`src/rtl/gac_rr_arbiter_6.sv`:
```
// gac_rr_arbiter_6: registered round-robin arbiter sharing one resource among N_REQ requesters
module gac_rr_arbiter_6 #(
    parameter int N_REQ    = 6,
    parameter int MAX_HOLD = 8,
    parameter int ID_W     = 3
) (
    input  logic             clk,
    input  logic             rst,
    input  logic [N_REQ-1:0] req,
    input  logic             done,
    output logic [N_REQ-1:0] gnt,
    output logic             gnt_valid,
    output logic [ID_W-1:0]  gnt_id,
    output logic             any_req
);
    localparam int HC_W = (MAX_HOLD > 1) ? $clog2(MAX_HOLD) : 1;
    localparam logic [HC_W-1:0] HOLD_LIM = HC_W'((MAX_HOLD > 0) ? MAX_HOLD - 1 : 0);

    typedef enum logic {S_IDLE, S_GRANT} state_t;

    state_t           r_state;
    logic [N_REQ-1:0] r_gnt;
    logic [ID_W-1:0]  r_gnt_id;
    logic [ID_W-1:0]  r_ptr;
    logic [HC_W-1:0]  r_hold;

    logic [ID_W-1:0]  w_start;
    logic [ID_W-1:0]  w_next;
    logic             w_found;
    logic             w_release;

    // circular index: base + offset, wrapped into 0..N_REQ-1
    function automatic logic [ID_W-1:0] wrap_add(input logic [ID_W-1:0] base, input int off);
        int k;
        k = int'(base) + off;
        return ID_W'((k >= N_REQ) ? k - N_REQ : k);
    endfunction

    assign any_req   = |req;
    assign gnt       = r_gnt;
    assign gnt_valid = |r_gnt;
    assign gnt_id    = r_gnt_id;

    // search starts just past the owner while granting, so the owner is considered last
    assign w_start = (r_state == S_GRANT) ? wrap_add(r_gnt_id, 1) : r_ptr;

    // release on done, owner dropping its request, or hold limit reached with others waiting
    assign w_release = done || !(|(req & r_gnt)) ||
                       ((MAX_HOLD > 0) && (r_hold == HOLD_LIM) && (|(req & ~r_gnt)));

    // first pending requester in circular order from w_start; scanning backwards lets the nearest win
    always_comb begin
        w_found = 1'b0;
        w_next  = '0;
        for (int i = N_REQ - 1; i >= 0; i--) begin
            if (req[wrap_add(w_start, i)]) begin
                w_found = 1'b1;
                w_next  = wrap_add(w_start, i);
            end
        end
    end

    // grant FSM: idle load, back-to-back handover on release, saturating hold counter
    always_ff @(posedge clk or posedge rst) begin
        if (rst) begin
            r_state  <= S_IDLE;
            r_gnt    <= '0;
            r_gnt_id <= '0;
            r_ptr    <= '0;
            r_hold   <= '0;
        end else if (r_state == S_IDLE) begin
            if (w_found) begin
                r_state  <= S_GRANT;
                r_gnt    <= N_REQ'(1) << w_next;
                r_gnt_id <= w_next;
                r_hold   <= '0;
            end
        end else if (w_release) begin
            r_ptr  <= w_start;
            r_hold <= '0;
            if (w_found) begin
                r_gnt    <= N_REQ'(1) << w_next;
                r_gnt_id <= w_next;
            end else begin
                r_state <= S_IDLE;
                r_gnt   <= '0;
            end
        end else begin
            r_hold <= (r_hold == HOLD_LIM) ? r_hold : r_hold + HC_W'(1);
        end
    end
endmodule
```
`config.mk`:
```
export PLATFORM = sky130hd
export DESIGN_NAME = gac_rr_arbiter_6
export DESIGN_NICKNAME = d
export VERILOG_FILES = /design/src/rtl/gac_rr_arbiter_6.sv
export SDC_FILE = /design/constraint.sdc
export NUM_CORES = 1
export LEC_CHECK = 0
export BUFFER_PORTS_ARGS = -buffer_cell sky130_fd_sc_hd__buf_2
export CAP_MARGIN = 40
export CORE_UTILIZATION = 25
export CTS_CLUSTER_DIAMETER = 30
export DETAILED_ROUTE_END_ITERATION = 6
export GPL_TIMING_DRIVEN = 0
export MAX_ROUTING_LAYER = met4
export PLACE_DENSITY = 0.5
export SLEW_MARGIN = 30
export SYNTH_ARGS = -nofsm -noshare
export SYNTH_HDL_FRONTEND = slang
export SYNTH_SLANG_ARGS = --single-unit
```
`constraint.sdc`:
```
create_clock -name clk -period 5.58 [get_ports clk]
set_input_delay 0.279 -clock clk [delete_from_list [all_inputs] [get_ports clk]]
set_output_delay 0.279 -clock clk [all_outputs]
set_load 0.02 [all_outputs]
```
* After elaboration in Yosys (flattened, before gate mapping)
Cells that the tools add are included.
** Operators by class
- Add/sub/neg operators :: 14
- Magnitude comparators :: 13
- Eq/ne operators :: 3
- Shift-type cells :: 1
- Multiplexer cells :: 46
- Bitwise gates (word level) :: 3
- Reductions and logical operators :: 12
** Operators with widths (number)
- 3-bit 2-to-1 mux :: 21
- 4-bit by 3-bit >= comparator with 1-bit output (second input constant) :: 6
- 3-bit by 4-bit less-than comparator with 1-bit output (second input constant) :: 6
- 6-bit 2-to-1 mux :: 4
- 6-bit OR reduction :: 4
- 3-bit subtractor (second input constant) :: 7
- 1-bit binary-select mux with 3-bit select :: 6
- 1-bit 2-to-1 mux :: 15
- 6-bit bitwise AND :: 2
- 3-bit by 1-bit adder with 4-bit output (second input constant) :: 2
- 3-bit by 2-bit adder with 4-bit output (second input constant) :: 2
- 3-bit by 3-bit adder with 4-bit output (second input constant) :: 2
- 6-bit inverter :: 1
- 2-bit AND reduction :: 3
- 1-bit by 3-bit left shift with 6-bit output (first input constant) :: 1
- 3-bit by 1-bit adder with 3-bit output (second input constant) :: 1
- 3-bit equality test (second input constant) :: 1
- 3-bit >= comparator (second input constant) :: 1
- 3-bit inequality test (second input constant) :: 1
- 1-bit logical OR :: 2
- 2-bit by 1-bit inequality test with 1-bit output (second input constant) :: 1
- 2-bit nonzero test :: 1
- 1-bit logical AND :: 1
- 1-bit logical NOT :: 1
** Storage, ports and cells
- Register bits after elaboration :: 16
- Output and inout port bits :: 11

* Longest topological paths before layout
Gate-level depths: netlist of the first run.
- Word-level depth :: 19
- Gate-level depth with buffers :: 17
- Gate-level depth less buffers :: 17

* Least setup slack after synthesis of the first run
OpenSTA, ideal clock, no wires.
- Path type :: flip-flop to flip-flop
- Start :: reg r_gnt_id[0] (netlist: gnt_id[0])
- End :: reg r_gnt[0] (netlist: gnt[0])
- Setup time :: 0.121 ns
- Data arrival time :: 4.148 ns
- Required time :: 5.459 ns
- Path slack :: 1.311 ns
- Cell stages (with the launch flop) :: 16
- Buffers on the path :: 1
- Path through :: dfrtp_1 ha_1 o21bai_1 a31o_2 a31oi_4 inv_1 ha_1 clkbuf_1 nor2_1 a211oi_1 nor3_1 a21o_1 or3_4 o31ai_4 and3b_1 a22o_1
** Between the ends
- Cells in the longest elaborated chain, start to end :: 19
- Elaborated cells between the ends (all ways) :: 59
** RTL lines
- start: declaration :: RTL line 23 : logic [ID_W-1:0] r_gnt_id;
- start signal: assignment :: RTL line 75 : r_gnt_id <= w_next;
- start signal: assignment :: RTL line 83 : r_gnt_id <= w_next;
- 3-bit by 1-bit adder with 4-bit output (*) :: RTL line 35 : k = int'(base) + off;
- 4-bit by 3-bit >= comparator with 1-bit output / 3-bit subtractor (equally long branches) :: RTL line 36 : return ID_W'((k >= N_REQ) ? k - N_REQ : k);
- 3-bit 2-to-1 mux (*) :: RTL line 36
- 3-bit 2-to-1 mux (*) :: RTL line 45 : assign w_start = (r_state == S_GRANT) ? wrap_add(r_gnt_id, 1) : r_ptr;
- named net w_start[1] :: RTL line 27 : logic [ID_W-1:0] w_start;
- 3-bit by 3-bit adder with 4-bit output :: RTL line 35
- 4-bit by 3-bit >= comparator with 1-bit output / 3-bit subtractor (equally long branches) :: RTL line 36
- 3-bit 2-to-1 mux :: RTL line 36
- 1-bit binary-select mux with 3-bit select :: RTL line 56 : if (req[wrap_add(w_start, i)]) begin
- 1-bit 2-to-1 mux (implied by the code) :: RTL line 56
- 3-bit 2-to-1 mux (6 in a row) :: RTL line 56
- 1-bit by 3-bit left shift with 6-bit output :: RTL line 74, 82
- 6-bit 2-to-1 mux :: RTL line 81 : if (w_found) begin
- 6-bit 2-to-1 mux :: RTL line 78 : end else if (w_release) begin
- 6-bit 2-to-1 mux :: RTL line 71 : end else if (r_state == S_IDLE) begin
- end signal: assignment :: RTL line 74 : r_gnt <= N_REQ'(1) << w_next;
- end signal: assignment :: RTL line 82 : r_gnt <= N_REQ'(1) << w_next;
- end: declaration :: RTL line 22 : logic [N_REQ-1:0] r_gnt;
Mark *: on every way through the listed nets, which the timed path passes. The rest lies on a longest branch. The select of a mux whose other input is x is not followed.
A chain may end at the register's enable or synchronous reset.

* Worst setup path in the final report of the first run
- Start :: reg r_gnt_id[0] (netlist: gnt_id[0])
- End :: reg r_gnt[1] (netlist: gnt[1])
The elaborated chain is that of the path after synthesis.

==> impl_results.html, run 1 <==
<table>
<tr><th>Metric</th><th>Value</th></tr>
<tr><th colspan="2">Run status</th></tr>
<tr><td>Run status</td><td>completed</td></tr>
<tr><th colspan="2">Timing</th></tr>
<tr><td>Setup Skew</td><td>about 4.0 ps</td></tr>
<tr><td>Max-Slew Margin vs Limit</td><td>58.3%</td></tr>
<tr><td>Endpoints failing setup</td><td>0</td></tr>
<tr><td>Setup repair after global routing missed its margin</td><td>false</td></tr>
<tr><td>Min cycle time layout</td><td>slightly below 5000 ps</td></tr>
<tr><td>Measured slew at the worst slew-check pin</td><td>625 ps</td></tr>
<tr><td>Pins over their slew limit</td><td>0</td></tr>
<tr><td>Number of hold-slack violations in the final timing report</td><td>0</td></tr>
<tr><td>Sum of negative setup slack</td><td>0 ps</td></tr>
<tr><td>Final worst path period share</td><td>87.1%</td></tr>
<tr><td>Max frequency</td><td>~210 MHz</td></tr>
<tr><th colspan="2">Drt</th></tr>
<tr><td>Avg WL per Cell</td><td>around 15 um</td></tr>
<tr><td>Number of vias per cell after detailed routing</td><td>5.15</td></tr>
<tr><td>Detailed-route via count</td><td>1,843</td></tr>
<tr><td>Residual antenna-violating net count after detailed routing</td><td>0</td></tr>
<tr><td>Initial DRC Count</td><td>84</td></tr>
<tr><td>Total routed wirelength</td><td>~5300 um</td></tr>
<tr><td>Pre-Repair DR Iteration Count</td><td>4</td></tr>
<tr><td>Number of remaining DRC errors</td><td>0</td></tr>
<tr><th colspan="2">GRT</th></tr>
<tr><td>Antenna violations before repair</td><td>0</td></tr>
<tr><td>Pin count of the biggest net entering global routing</td><td>17</td></tr>
<tr><td>Global routing usage summed across all routing layers</td><td>a little over an eighth</td></tr>
<tr><td>Via count of the first global-routing pass</td><td>approximately 1,700</td></tr>
<tr><td>Global-route wire length before repair</td><td>approximately 8700 um</td></tr>
<tr><td>Aggregate global routing overflow</td><td>0</td></tr>
<tr><th colspan="2">Synth</th></tr>
<tr><td>Post-Syn Instances</td><td>between 200 and 250</td></tr>
<tr><td>Post-synth EDFFs</td><td>0</td></tr>
<tr><td>Share of flip-flops with an asynchronous set or reset after synthesis</td><td>100%</td></tr>
<tr><td>Avg Cell Area, Syn</td><td>between 8 and 9 um2</td></tr>
<tr><td>Warnings from Yosys</td><td>0</td></tr>
<tr><td>Flip-flop cell with the highest count after synthesis</td><td>dfrtp_1</td></tr>
<tr><td>Register bit count reported by yosys</td><td>16</td></tr>
<tr><td>Cell types with the highest counts after synthesis</td><td>nand2_1, dfrtp_1, inv_1</td></tr>
<tr><td>Most frequent cell after synthesis</td><td>nand2_1</td></tr>
<tr><td>Synth Cell Area</td><td>between 1500 and 2000 um2</td></tr>
<tr><td>Leading area contributor after synthesis</td><td>dfrtp_1</td></tr>
<tr><td>Syn Nets</td><td>around 260</td></tr>
<tr><td>Sequential share of the synthesized area</td><td>around 20%</td></tr>
<tr><td>Top area cells in the synthesized netlist</td><td>dfrtp_1, ha_1, a21oi_1, a22o_1, nand2_1</td></tr>
<tr><td>Area share of the largest cell type after synthesis</td><td>20.3%</td></tr>
<tr><td>Number of distinct library cells after synthesis</td><td>between 60 and 70</td></tr>
<tr><th colspan="2">Setup path</th></tr>
<tr><td>Arrival time at the worst endpoint</td><td>approximately 5000 ps</td></tr>
<tr><td>Register-to-Register Setup Slack</td><td>roughly 700 ps</td></tr>
<tr><td>Delay of the slowest cell on the worst path</td><td>~500 ps</td></tr>
<tr><td>Kind of start point of the critical path</td><td>flop</td></tr>
<tr><td>Largest delay contributor family on the critical path</td><td>compound AO/OA/AOI/OAI gates</td></tr>
<tr><td>Class of the most critical setup path</td><td>reg2reg</td></tr>
<tr><td>Slowest cell on crit path</td><td>dfrtp_1</td></tr>
<tr><td>Number of cells on the worst reg-to-reg path</td><td>15</td></tr>
<tr><td>Crit. path cell count</td><td>15</td></tr>
<tr><td>Critical path buffers and inverters</td><td>2</td></tr>
<tr><td>Crit path max fanout</td><td>10</td></tr>
<tr><td>Worst setup EP type</td><td>flop</td></tr>
<tr><td>Required time at the worst-slack endpoint</td><td>~5700 ps</td></tr>
<tr><td>Most common cell type on the critical path</td><td>ha_1</td></tr>
<tr><td>Crit path cell chain</td><td>ha_1, o21bai_1, a31o_2, a31oi_4, inv_1, ha_1, clkbuf_1, nor2_1, a211oi_1, nor3_1, a21o_1, or3_4, o31ai_4, and3b_1, a22o_1</td></tr>
<tr><th colspan="2">CTS</th></tr>
<tr><td>CTS Hold Buffers Added</td><td>0</td></tr>
<tr><td>Clock sink total</td><td>16</td></tr>
<tr><td>Clock-pin slew on the worst setup and hold paths</td><td>about 70 ps</td></tr>
<tr><td>Num CTS Buffers</td><td>3</td></tr>
<tr><td>CTS Root Cell</td><td>clkbuf_8</td></tr>
<tr><td>Clock Tree Buf Depth</td><td>2</td></tr>
<tr><td>Insertion delay to the later sink of the worst-skew pair</td><td>~250 ps</td></tr>
<tr><td>Deepest level of the CTS H-tree</td><td>1</td></tr>
<tr><td>CTS tree</td><td>yes</td></tr>
<tr><td>Cells resized by post-CTS repair</td><td>0</td></tr>
<tr><td>Post-CTS setup-driven buffer insertion count</td><td>0</td></tr>
<tr><th colspan="2">Worst hold path</th></tr>
<tr><td>Worst hold path class</td><td>in2async</td></tr>
<tr><th colspan="2">Floorplan</th></tr>
<tr><td>FP Rows</td><td>32</td></tr>
<tr><td>Die span in y</td><td>90.8 um</td></tr>
<tr><td>Width of the die</td><td>about 90 um</td></tr>
<tr><td>Die Outline Area</td><td>just over 8000 um2</td></tr>
<tr><td>Core outline area</td><td>~7700 um2</td></tr>
<tr><td>Starting density of the core</td><td>~26%</td></tr>
<tr><td>Ports placed on the boundary</td><td>20</td></tr>
<tr><th colspan="2">Placement</th></tr>
<tr><td>Buffers added on ports</td><td>18</td></tr>
<tr><td>Post-detail-place hpwl</td><td>4170 um</td></tr>
<tr><td>Weighted congestion at the end of routability-driven global placement</td><td>between 0.8 and 0.9</td></tr>
<tr><th colspan="2">Layout</th></tr>
<tr><td>Area added between synthesis and finish</td><td>13.8%</td></tr>
<tr><td>Post-layout net count</td><td>279</td></tr>
<tr><td>Diodes inserted</td><td>0</td></tr>
<tr><td>Fraction of final layout cells with drive strength greater than 1</td><td>between 20% and 30%</td></tr>
<tr><th colspan="2">Job</th></tr>
<tr><td>Reported max-cap violation count</td><td>0</td></tr>
</table>
routing by layer:
metal  vias up  share of wire (%)  GRT usage (%)
met5         -                  0              -
met4         0               0.29           1.59
met3         2                3.3           1.26
met2        42                 44           20.6
met1       875                 52           18.5
li1        924                  -              -
per-stage QoR:
stage / cell area [um2] / setup slack (ps) / hold slack [ps] / util [%] / instances
after floorplan: 1970 / 1310 / 193 / - / 234
after detailed placement: 2190 / 763 / 391 / 28.5 / 354
after CTS: 2240 / 728 / 113 / 29.2 / 358
after global routing: 2240 / 380 / 151 / 29.2 / 358
final: 2240 / 717 / 94.9 / 29.2 / 358
after global placement: 2190 / 761 / 380 / 28.5 / 354
state kept, by name, indices dropped and copies added, names as in the netlist:
| name | count |
|---|---|
| r_hold | 3 |
| gnt | 6 |
| gnt_id | 3 |
| r_state | 1 |
| r_ptr | 3 |
worst reg2reg max path, stage by stage, from the launching register on:
cell      delay, ps
dfrtp_1         510
ha_1            450
o21bai_1        190
a31o_2          240
a31oi_4         310
inv_1           180
ha_1            360
clkbuf_1        390
nor2_1          110
a211oi_1        470
nor3_1          130
a21o_1          200
or3_4           350
o31ai_4         370
and3b_1         250
a22o_1          240
layout make-up:
class,count,area (um2)
Buffer,10,65.1
Clock buffer,4,55.1
Inverter,17,66.3
Fill cell,852,5440
Timing Repair Buffer,18,90.1
Tap cell,102,128
Multi-Input combinational cell,191,1440
Sequential cell,16,400
worst paths after layout:
check / start / to
max in group asynchronous: rst / r_ptr[2]
hold / removal: rst / gnt[2]
setup / recovery: gnt_id[0] / gnt[1]
min in group clk: r_ptr[1] / r_ptr[1]
hold reg to reg: r_ptr[1] / r_ptr[1]
setup reg to reg: gnt_id[0] / gnt[1]
cells by family after synthesis:
family / share of synthesized area [%]
simple gates: 25.7
buf+inv: 6.66
flops: 20.3
fa+ha+maj: 8.25
mux: 4.76
compound gates: 31.7
xor+xnor: 2.60
cell usage in the layout, fill, tap and decap left out, types with 3 or more instances in the layout:
cell type and n:
buf_2 21, nand2_1 17, inv_1 16, dfrtp_1 16, a21oi_1 15, ha_1 13, nor2_1 12, nand3_1 11
nor3_1 8, a22o_1 8, nand2b_1 7, o21ai_0 7, mux2i_1 6, nor2b_1 5, nor3b_1 5, a21o_1 5
xnor2_1 4, a22oi_1 4, a211oi_1 4, clkbuf_8 4, buf_6 3, o211ai_1 3, and3_1 3, o22ai_1 3
mux2_2 3
Power of run 1 is left out: the tool's default activity adds up to more than one toggle a clock period on the data nets, which glitch-free logic cannot reach.
==> inputs of run 2 (changes only) <==
--- a/config.mk
+++ b/config.mk
@@ -7,6 +7,7 @@
 export LEC_CHECK = 0
 export BUFFER_PORTS_ARGS = -buffer_cell sky130_fd_sc_hd__buf_2
 export CAP_MARGIN = 40
+export CORE_ASPECT_RATIO = 1.2
 export CORE_UTILIZATION = 25
 export CTS_CLUSTER_DIAMETER = 30
 export DETAILED_ROUTE_END_ITERATION = 6
==> impl_results.html, run 2 (same netlist as run 1, synthesis figures left out) <==
<table>
<tr><th>Metric</th><th>Value</th></tr>
<tr><th colspan="2">Setup path</th></tr>
<tr><td>Most common cell type on the critical path</td><td>ha_1 (unchanged)</td></tr>
<tr><td>Delay of the slowest cell on the worst path</td><td>520 ps (was 510 ps)</td></tr>
<tr><td>Arrival time at the worst endpoint</td><td>5000 ps (about the same)</td></tr>
<tr><td>Worst setup EP type</td><td>flop (unchanged)</td></tr>
<tr><td>Reg2Reg Launch Point</td><td>gnt_id[0] (unchanged)</td></tr>
<tr><td>Critical path buffers and inverters</td><td>2 (unchanged)</td></tr>
<tr><td>Source of the critical timing path</td><td>gnt_id[0] (unchanged)</td></tr>
<tr><td>Class of the most critical setup path</td><td>reg2reg (unchanged)</td></tr>
<tr><td>Crit path max fanout</td><td>10 (unchanged)</td></tr>
<tr><td>Slowest cell on crit path</td><td>dfrtp_1 (unchanged)</td></tr>
<tr><td>Reg-to-reg endpoint</td><td>gnt[0] (was gnt[1])</td></tr>
<tr><td>Number of cells on the worst reg-to-reg path</td><td>15 (unchanged)</td></tr>
<tr><td>Kind of start point of the critical path</td><td>flop (unchanged)</td></tr>
<tr><td>Largest delay contributor family on the critical path</td><td>compound AO/OA/AOI/OAI gates (unchanged)</td></tr>
<tr><td>Crit path cell chain</td><td>ha_1, o21bai_1, a31o_2, a31oi_4, inv_1, ha_1, clkbuf_1, nor2_1, a211oi_1, nor3_1, a21o_1, or3_4, o31ai_4, and3b_1, a22o_1 (unchanged)</td></tr>
<tr><td>Required time at the worst-slack endpoint</td><td>5720 ps (about the same)</td></tr>
<tr><td>Register-to-Register Setup Slack</td><td>710 ps (was 720 ps)</td></tr>
<tr><th colspan="2">Timing</th></tr>
<tr><td>Endpoints failing setup</td><td>0 (unchanged)</td></tr>
<tr><td>Min cycle time layout</td><td>4870 ps (was 4860 ps)</td></tr>
<tr><td>Setup Skew</td><td>4.30 ps (was 3.97 ps)</td></tr>
<tr><td>Measured slew at the worst slew-check pin</td><td>612 ps (was 625 ps)</td></tr>
<tr><td>Number of hold-slack violations in the final timing report</td><td>0 (unchanged)</td></tr>
<tr><td>Max-Slew Margin vs Limit</td><td>59.2% (was 58.3%)</td></tr>
<tr><td>Pins over their slew limit</td><td>0 (unchanged)</td></tr>
<tr><td>Max frequency</td><td>206 MHz (about the same)</td></tr>
<tr><td>Setup repair after global routing missed its margin</td><td>false (unchanged)</td></tr>
<tr><td>Minimum hold slack</td><td>90.8 ps (was 94.9 ps)</td></tr>
<tr><td>Sum of negative setup slack</td><td>0 ps (unchanged)</td></tr>
<tr><td>Final worst path period share</td><td>87.2% (was 87.1%)</td></tr>
<tr><td>Worst setup slack after layout</td><td>714 ps (was 717 ps)</td></tr>
<tr><th colspan="2">Floorplan</th></tr>
<tr><td>Ports placed on the boundary</td><td>20 (unchanged)</td></tr>
<tr><td>Starting density of the core</td><td>25.7% (about the same)</td></tr>
<tr><td>FP Rows</td><td>35 (was 32)</td></tr>
<tr><td>Core outline area</td><td>7660 um2 (was 7690 um2)</td></tr>
<tr><td>Die span in y</td><td>99.3 um (was 90.8 um)</td></tr>
<tr><td>Width of the die</td><td>83.1 um (was 90.8 um)</td></tr>
<tr><td>Die Outline Area</td><td>8250 um2 (about the same)</td></tr>
<tr><th colspan="2">Layout</th></tr>
<tr><td># fillers</td><td>839 (was 852)</td></tr>
<tr><td>Post-layout net count</td><td>279 (unchanged)</td></tr>
<tr><td>Diodes inserted</td><td>0 (unchanged)</td></tr>
<tr><td>Most common cell after layout, fill and taps aside</td><td>buf_2 (unchanged)</td></tr>
<tr><td>Fraction of final layout cells with drive strength greater than 1</td><td>20.3% (unchanged)</td></tr>
<tr><td>Commonest non-fill, non-tap cells in the layout</td><td>buf_2, nand2_1, inv_1, dfrtp_1, a21oi_1 (unchanged)</td></tr>
<tr><td>Area added between synthesis and finish</td><td>13.2% (was 13.8%)</td></tr>
<tr><td>Number of flip-flops under the largest register name</td><td>6 (unchanged)</td></tr>
<tr><td>Post-Route Utilization</td><td>29.1% (was 29.2%)</td></tr>
<tr><th colspan="2">Run status</th></tr>
<tr><td>Run status</td><td>completed (unchanged)</td></tr>
<tr><th colspan="2">Drt</th></tr>
<tr><td>Initial DRC Count</td><td>73 (was 84)</td></tr>
<tr><td>Residual antenna-violating net count after detailed routing</td><td>0 (unchanged)</td></tr>
<tr><td>Avg WL per Cell</td><td>15.5 um (was 14.7 um)</td></tr>
<tr><td>Detailed-route via count</td><td>1,821 (was 1,843)</td></tr>
<tr><td>Total routed wirelength</td><td>5390 um (was 5250 um)</td></tr>
<tr><td>Pre-Repair DR Iteration Count</td><td>4 (unchanged)</td></tr>
<tr><td>Number of vias per cell after detailed routing</td><td>5.23 (was 5.15)</td></tr>
<tr><td>Number of remaining DRC errors</td><td>0 (unchanged)</td></tr>
<tr><th colspan="2">CTS</th></tr>
<tr><td>Num CTS Buffers</td><td>3 (unchanged)</td></tr>
<tr><td>CTS Root Cell</td><td>clkbuf_8 (unchanged)</td></tr>
<tr><td>Insertion delay to the later sink of the worst-skew pair</td><td>250 ps (about the same)</td></tr>
<tr><td>Deepest level of the CTS H-tree</td><td>1 (unchanged)</td></tr>
<tr><td>Clock sink total</td><td>16 (unchanged)</td></tr>
<tr><td>Cells resized by post-CTS repair</td><td>0 (unchanged)</td></tr>
<tr><td>CTS Hold Buffers Added</td><td>0 (unchanged)</td></tr>
<tr><td>CTS tree</td><td>yes (unchanged)</td></tr>
<tr><td>Post-CTS setup-driven buffer insertion count</td><td>0 (unchanged)</td></tr>
<tr><td>Clock-pin slew on the worst setup and hold paths</td><td>60 ps (was 70 ps)</td></tr>
<tr><td>Clock Tree Buf Depth</td><td>2 (unchanged)</td></tr>
<tr><th colspan="2">GRT</th></tr>
<tr><td>Via count of the first global-routing pass</td><td>1,780 (was 1,741)</td></tr>
<tr><td>Global-route wire length before repair</td><td>9200 um (was 8670 um)</td></tr>
<tr><td>Global routing usage summed across all routing layers</td><td>14.0% (was 13.0%)</td></tr>
<tr><td>Aggregate global routing overflow</td><td>0 (unchanged)</td></tr>
<tr><td>Pin count of the biggest net entering global routing</td><td>17 (unchanged)</td></tr>
<tr><td>Antenna violations before repair</td><td>0 (unchanged)</td></tr>
<tr><th colspan="2">Placement</th></tr>
<tr><td>Post-detail-place hpwl</td><td>4340 um (was 4170 um)</td></tr>
<tr><td>Post-placement worst setup slack</td><td>743 ps (was 763 ps)</td></tr>
<tr><td>Buffers added on ports</td><td>18 (unchanged)</td></tr>
<tr><td>Weighted congestion at the end of routability-driven global placement</td><td>0.845 (was 0.856)</td></tr>
<tr><th colspan="2">Job</th></tr>
<tr><td>Reported max-cap violation count</td><td>0 (unchanged)</td></tr>
<tr><th colspan="2">Worst hold path</th></tr>
<tr><td>Worst hold path class</td><td>in2async (unchanged)</td></tr>
</table>
run 2: cell counts in the layout (fill, tap and decap cells not counted):
No cell type changed its count.
run 2: area by class of cell:
| type | count | area [um2] | share of cell area [%] |
|---|---|---|---|
| multi-input combinational | 191 | 1440 | 64.5 |
| clock buffer | 4 | 55.1 | 2.47 |
| buffer | 10 | 65.1 | 2.91 |
| timing repair buffer | 18 | 90.1 | 4.04 |
| tap | 92 | 115 | 5.16 |
| inverter | 17 | 66.3 | 2.97 |
| sequential | 16 | 400 | 17.9 |
run 2: worst max-delay path by stage:
stage / to / slack [ps] / depth (start not counted)
finish: gnt[0] / 710 / 15
floorplan: gnt[0] / 1310 / 15
global placement: gnt[1] / 780 / 15
global route: gnt[0] / 450 / 16
detailed placement: gnt[0] / 740 / 15
CTS: gnt[0] / 730 / 15
run 2: layer usage:
layer / up-vias / track usage, % / wire length (um)
met5: - / - / 0
met2: 37 / 24.2 / 2690
met4: 0 / 3.45 / 95
li1: 923 / - / -
met1: 852 / 17.6 / 2470
met3: 9 / 1.16 / 139
run 2: worst reg2reg max path: stages, from the launching register on:
cell and delay [ps]:
dfrtp_1 520, ha_1 460, o21bai_1 200, a31o_2 240, a31oi_4 330, inv_1 200, ha_1 370, clkbuf_1 370
nor2_1 110, a211oi_1 450, nor3_1 120, a21o_1 200, or3_4 350, o31ai_4 360, and3b_1 250, a22o_1 230
run 2: through the flow:
| step | cell area (um2) | cells |
|---|---|---|
| 4_1_cts | 2230 | 348 |
| 3_3_place_gp | 2180 | 344 |
| 3_5_place_dp | 2180 | 344 |
| 2_1_floorplan | 1970 | 234 |
| 5_1_grt | 2230 | 348 |
| 6_report | 2230 | 348 |
Power of run 2 is left out for the same reason.
==> inputs of run 3 (changes only) <==
--- a/config.mk
+++ b/config.mk
@@ -5,11 +5,12 @@
 export SDC_FILE = /design/constraint.sdc
 export NUM_CORES = 1
 export LEC_CHECK = 0
+export ABC_AREA = 1
 export BUFFER_PORTS_ARGS = -buffer_cell sky130_fd_sc_hd__buf_2
 export CAP_MARGIN = 40
 export CORE_ASPECT_RATIO = 1.2
 export CORE_UTILIZATION = 25
-export CTS_CLUSTER_DIAMETER = 30
+export CTS_CLUSTER_DIAMETER = 40
 export DETAILED_ROUTE_END_ITERATION = 6
 export GPL_TIMING_DRIVEN = 0
 export MAX_ROUTING_LAYER = met4
==> impl_results.html, run 3 <==
<table>
<tr><th>Metric</th><th>Value</th></tr>
<tr><th colspan="2">Run status</th></tr>
<tr><td>Run status</td><td>completed (unchanged)</td></tr>
<tr><th colspan="2">Timing</th></tr>
<tr><td>Max frequency</td><td>278 MHz (was 206 MHz)</td></tr>
<tr><td>Final worst path period share</td><td>64.5% (was 87.2%)</td></tr>
<tr><td>Min cycle time layout</td><td>3600 ps (was 4870 ps)</td></tr>
<tr><td>Endpoints failing setup</td><td>0 (unchanged)</td></tr>
<tr><td>Setup repair after global routing missed its margin</td><td>false (unchanged)</td></tr>
<tr><td>Setup Skew</td><td>3.32 ps (was 4.30 ps)</td></tr>
<tr><td>Measured slew at the worst slew-check pin</td><td>628 ps (was 612 ps)</td></tr>
<tr><td>Pins over their slew limit</td><td>0 (unchanged)</td></tr>
<tr><td>Sum of negative setup slack</td><td>0 ps (unchanged)</td></tr>
<tr><td>Number of hold-slack violations in the final timing report</td><td>0 (unchanged)</td></tr>
<tr><td>Max-Slew Margin vs Limit</td><td>58.1% (was 59.2%)</td></tr>
<tr><th colspan="2">Placement</th></tr>
<tr><td>Buffers added on ports</td><td>19 (was 18)</td></tr>
<tr><td>Post-detail-place hpwl</td><td>4010 um (was 4340 um)</td></tr>
<tr><td>Weighted congestion at the end of routability-driven global placement</td><td>0.818 (was 0.845)</td></tr>
<tr><th colspan="2">Drt</th></tr>
<tr><td>Residual antenna-violating net count after detailed routing</td><td>0 (unchanged)</td></tr>
<tr><td>Detailed-route via count</td><td>1,896 (was 1,821)</td></tr>
<tr><td>Number of remaining DRC errors</td><td>0 (unchanged)</td></tr>
<tr><td>Pre-Repair DR Iteration Count</td><td>4 (unchanged)</td></tr>
<tr><td>Avg WL per Cell</td><td>11.9 um (was 15.5 um)</td></tr>
<tr><td>Initial DRC Count</td><td>111 (was 73)</td></tr>
<tr><td>Total routed wirelength</td><td>4890 um (was 5390 um)</td></tr>
<tr><td>Number of vias per cell after detailed routing</td><td>4.61 (was 5.23)</td></tr>
<tr><th colspan="2">Setup path</th></tr>
<tr><td>Register-to-Register Setup Slack</td><td>1980 ps (was 710 ps)</td></tr>
<tr><td>Class of the most critical setup path</td><td>reg2reg (unchanged)</td></tr>
<tr><td>Kind of start point of the critical path</td><td>flop (unchanged)</td></tr>
<tr><td>Crit path max fanout</td><td>10 (unchanged)</td></tr>
<tr><td>Number of cells on the worst reg-to-reg path</td><td>26 (was 15)</td></tr>
<tr><td>Reg2Reg Launch Point</td><td>gnt_id[0] (unchanged)</td></tr>
<tr><td>Reg-to-reg endpoint</td><td>gnt[5] (was gnt[0])</td></tr>
<tr><td>Arrival time at the worst endpoint</td><td>3740 ps (was 5000 ps)</td></tr>
<tr><td>Required time at the worst-slack endpoint</td><td>5720 ps (about the same)</td></tr>
<tr><td>Worst setup EP type</td><td>flop (unchanged)</td></tr>
<tr><th colspan="2">Layout</th></tr>
<tr><td>Diodes inserted</td><td>0 (unchanged)</td></tr>
<tr><td>Commonest non-fill, non-tap cells in the layout</td><td>nand2_1, inv_1, nand3_1 (was buf_2, nand2_1, inv_1, dfrtp_1, a21oi_1)</td></tr>
<tr><td>Fraction of final layout cells with drive strength greater than 1</td><td>24.0% (was 20.3%)</td></tr>
<tr><td>Number of flip-flops under the largest register name</td><td>6 (unchanged)</td></tr>
<tr><td># fillers</td><td>834 (was 839)</td></tr>
<tr><td>Most common cell after layout, fill and taps aside</td><td>nand2_1 (was buf_2)</td></tr>
<tr><td>Multi-input combinational cell area</td><td>1320 um2 (was 1440 um2)</td></tr>
<tr><td>Post-layout net count</td><td>344 (was 279)</td></tr>
<tr><td>Register area</td><td>400 um2 (unchanged)</td></tr>
<tr><td>Area added between synthesis and finish</td><td>13.7% (was 13.2%)</td></tr>
<tr><th colspan="2">Floorplan</th></tr>
<tr><td>Width of the die</td><td>81.9 um (was 83.1 um)</td></tr>
<tr><td>Starting density of the core</td><td>26.2% (was 25.7%)</td></tr>
<tr><td>Die Outline Area</td><td>8020 um2 (was 8250 um2)</td></tr>
<tr><td>Die span in y</td><td>97.9 um (was 99.3 um)</td></tr>
<tr><td>FP Rows</td><td>34 (was 35)</td></tr>
<tr><td>Core outline area</td><td>7320 um2 (was 7660 um2)</td></tr>
<tr><td>Ports placed on the boundary</td><td>20 (unchanged)</td></tr>
<tr><th colspan="2">Synth</th></tr>
<tr><td>Most frequent cell after synthesis</td><td>nand2_1 (unchanged)</td></tr>
<tr><td>Avg Cell Area, Syn</td><td>6.43 um2 (was 8.43 um2)</td></tr>
<tr><td>Leading area contributor after synthesis</td><td>dfrtp_1 (unchanged)</td></tr>
<tr><td>Cell types with the highest counts after synthesis</td><td>nand2_1, inv_1, nand3_1 (was nand2_1, dfrtp_1, inv_1)</td></tr>
<tr><td>Post-Syn Instances</td><td>298 (was 234)</td></tr>
<tr><td>Post-synth EDFFs</td><td>0 (unchanged)</td></tr>
<tr><td>Flip-flop cell with the highest count after synthesis</td><td>dfrtp_1 (unchanged)</td></tr>
<tr><td>Synth Cell Area</td><td>1920 um2 (was 1970 um2)</td></tr>
<tr><td>Top area cells in the synthesized netlist</td><td>dfrtp_1, nand2_1, ha_1, nand3_1, inv_1 (was dfrtp_1, ha_1, a21oi_1, a22o_1, nand2_1)</td></tr>
<tr><td>Number of distinct library cells after synthesis</td><td>32 (was 65)</td></tr>
<tr><td>Syn Nets</td><td>320 (was 256)</td></tr>
<tr><td>Area share of the largest cell type after synthesis</td><td>20.9% (was 20.3%)</td></tr>
<tr><td>Share of flip-flops with an asynchronous set or reset after synthesis</td><td>100% (unchanged)</td></tr>
<tr><td>Warnings from Yosys</td><td>0 (unchanged)</td></tr>
<tr><td>Sequential share of the synthesized area</td><td>20.9% (was 20.3%)</td></tr>
<tr><td>Register bit count reported by yosys</td><td>16 (unchanged)</td></tr>
<tr><th colspan="2">CTS</th></tr>
<tr><td>Clock Tree Buf Depth</td><td>2 (unchanged)</td></tr>
<tr><td>CTS Hold Buffers Added</td><td>0 (unchanged)</td></tr>
<tr><td>Num CTS Buffers</td><td>3 (unchanged)</td></tr>
<tr><td>Clock-pin slew on the worst setup and hold paths</td><td>70 ps (was 60 ps)</td></tr>
<tr><td>CTS tree</td><td>yes (unchanged)</td></tr>
<tr><td>Deepest level of the CTS H-tree</td><td>1 (unchanged)</td></tr>
<tr><td>Clock sink total</td><td>16 (unchanged)</td></tr>
<tr><td>Insertion delay to the later sink of the worst-skew pair</td><td>250 ps (about the same)</td></tr>
<tr><td>Post-CTS setup-driven buffer insertion count</td><td>0 (unchanged)</td></tr>
<tr><td>Cells resized by post-CTS repair</td><td>0 (unchanged)</td></tr>
<tr><td>CTS Root Cell</td><td>clkbuf_8 (unchanged)</td></tr>
<tr><th colspan="2">GRT</th></tr>
<tr><td>Global-route wire length before repair</td><td>8540 um (was 9200 um)</td></tr>
<tr><td>Pin count of the biggest net entering global routing</td><td>17 (unchanged)</td></tr>
<tr><td>Via count of the first global-routing pass</td><td>1,816 (was 1,780)</td></tr>
<tr><td>Aggregate global routing overflow</td><td>0 (unchanged)</td></tr>
<tr><td>Global routing usage summed across all routing layers</td><td>13.8% (was 14.0%)</td></tr>
<tr><td>Antenna violations before repair</td><td>0 (unchanged)</td></tr>
<tr><th colspan="2">Worst hold path</th></tr>
<tr><td>Worst hold path class</td><td>in2async (unchanged)</td></tr>
<tr><th colspan="2">Job</th></tr>
<tr><td>Reported max-cap violation count</td><td>0 (unchanged)</td></tr>
</table>
==> run 3: changes by cell type after synthesis, moves of 7 or more <==
cell      delta
nand4_1      +7
nor3_1       -8
a21oi_1      -9
nand2_2     +14
nand2_1     +77
nand3_1     +19
inv_2       +12
inv_1       +17
nand3_2      +7
a22o_1       -8
nand2b_1     -7
o21ai_1      +9
==> run 3: worst max-delay path by stage <==
stage	end	cells after the start	from	slack, ps
floorplan	gnt[2]	25	gnt_id[1]	2410
global placement	gnt[5]	26	gnt_id[0]	1990
detailed placement	gnt[5]	26	gnt_id[0]	1940
CTS	gnt[5]	26	gnt_id[0]	1920
global route	gnt[5]	26	gnt_id[1]	1610
finish	gnt[5]	26	gnt_id[0]	1980
==> run 3: metrics by stage <==
step                      area (um2)  util, %  setup WS, ps  instances  hold slack [ps]
after detailed placement        2120     29.0          1940        407              406
after CTS                       2180     29.8          1920        411              131
after floorplan                 1920        -          2410        298              193
after global placement          2120     29.0          1990        407              397
final                           2180     29.8          1980        411             94.9
after global routing            2180     29.8          1610        411              161
==> run 3: layout make-up <==
class	instances	area share (%)
flip-flops and latches	16	18.4
inverters	46	8.04
repair buffers	19	4.36
clock buffers	4	2.53
plain buffers	3	1.09
multi-input cells	233	60.4
well taps	90	5.17
==> run 3: cell families (layout without fill, tap and decap cells) <==
family | after synthesis | in the layout | synth area share, %
flops | 16 | 16 | 20.9
fa+ha+maj | 13 | 13 | 8.49
compound gates | 40 | 40 | 12.4
simple gates | 180 | 180 | 47.8
buf+inv | 49 | 72 | 10.4
==> run 3: worst max-delay path: stages, from the launching register on <==
cell	delay (ps)
dfrtp_1	430
ha_1	370
nand2_1	90
nand3_1	100
nand2_1	70
nand2_1	60
nand3_1	70
nand2_1	190
ha_1	340
buf_2	210
inv_1	120
nor2_1	100
inv_1	40
nand3_1	90
nand2_1	50
nand2_1	90
nand2_1	100
nand3b_1	140
nand2_1	70
nand2_1	50
nand2_1	40
nand2_1	50
nand2_1	70
a21boi_1	310
nor2_1	100
nand2_1	70
nand2_1	50
==> run 3: per-layer routing <==
layer,track usage (%),vias to the layer above,wire length [um]
met3,0.841,4,98
met1,17.7,846,2320
met2,23.1,26,2420
li1,-,1020,-
met4,3.24,0,51
met5,-,-,0
Power of run 3 is left out for the same reason.
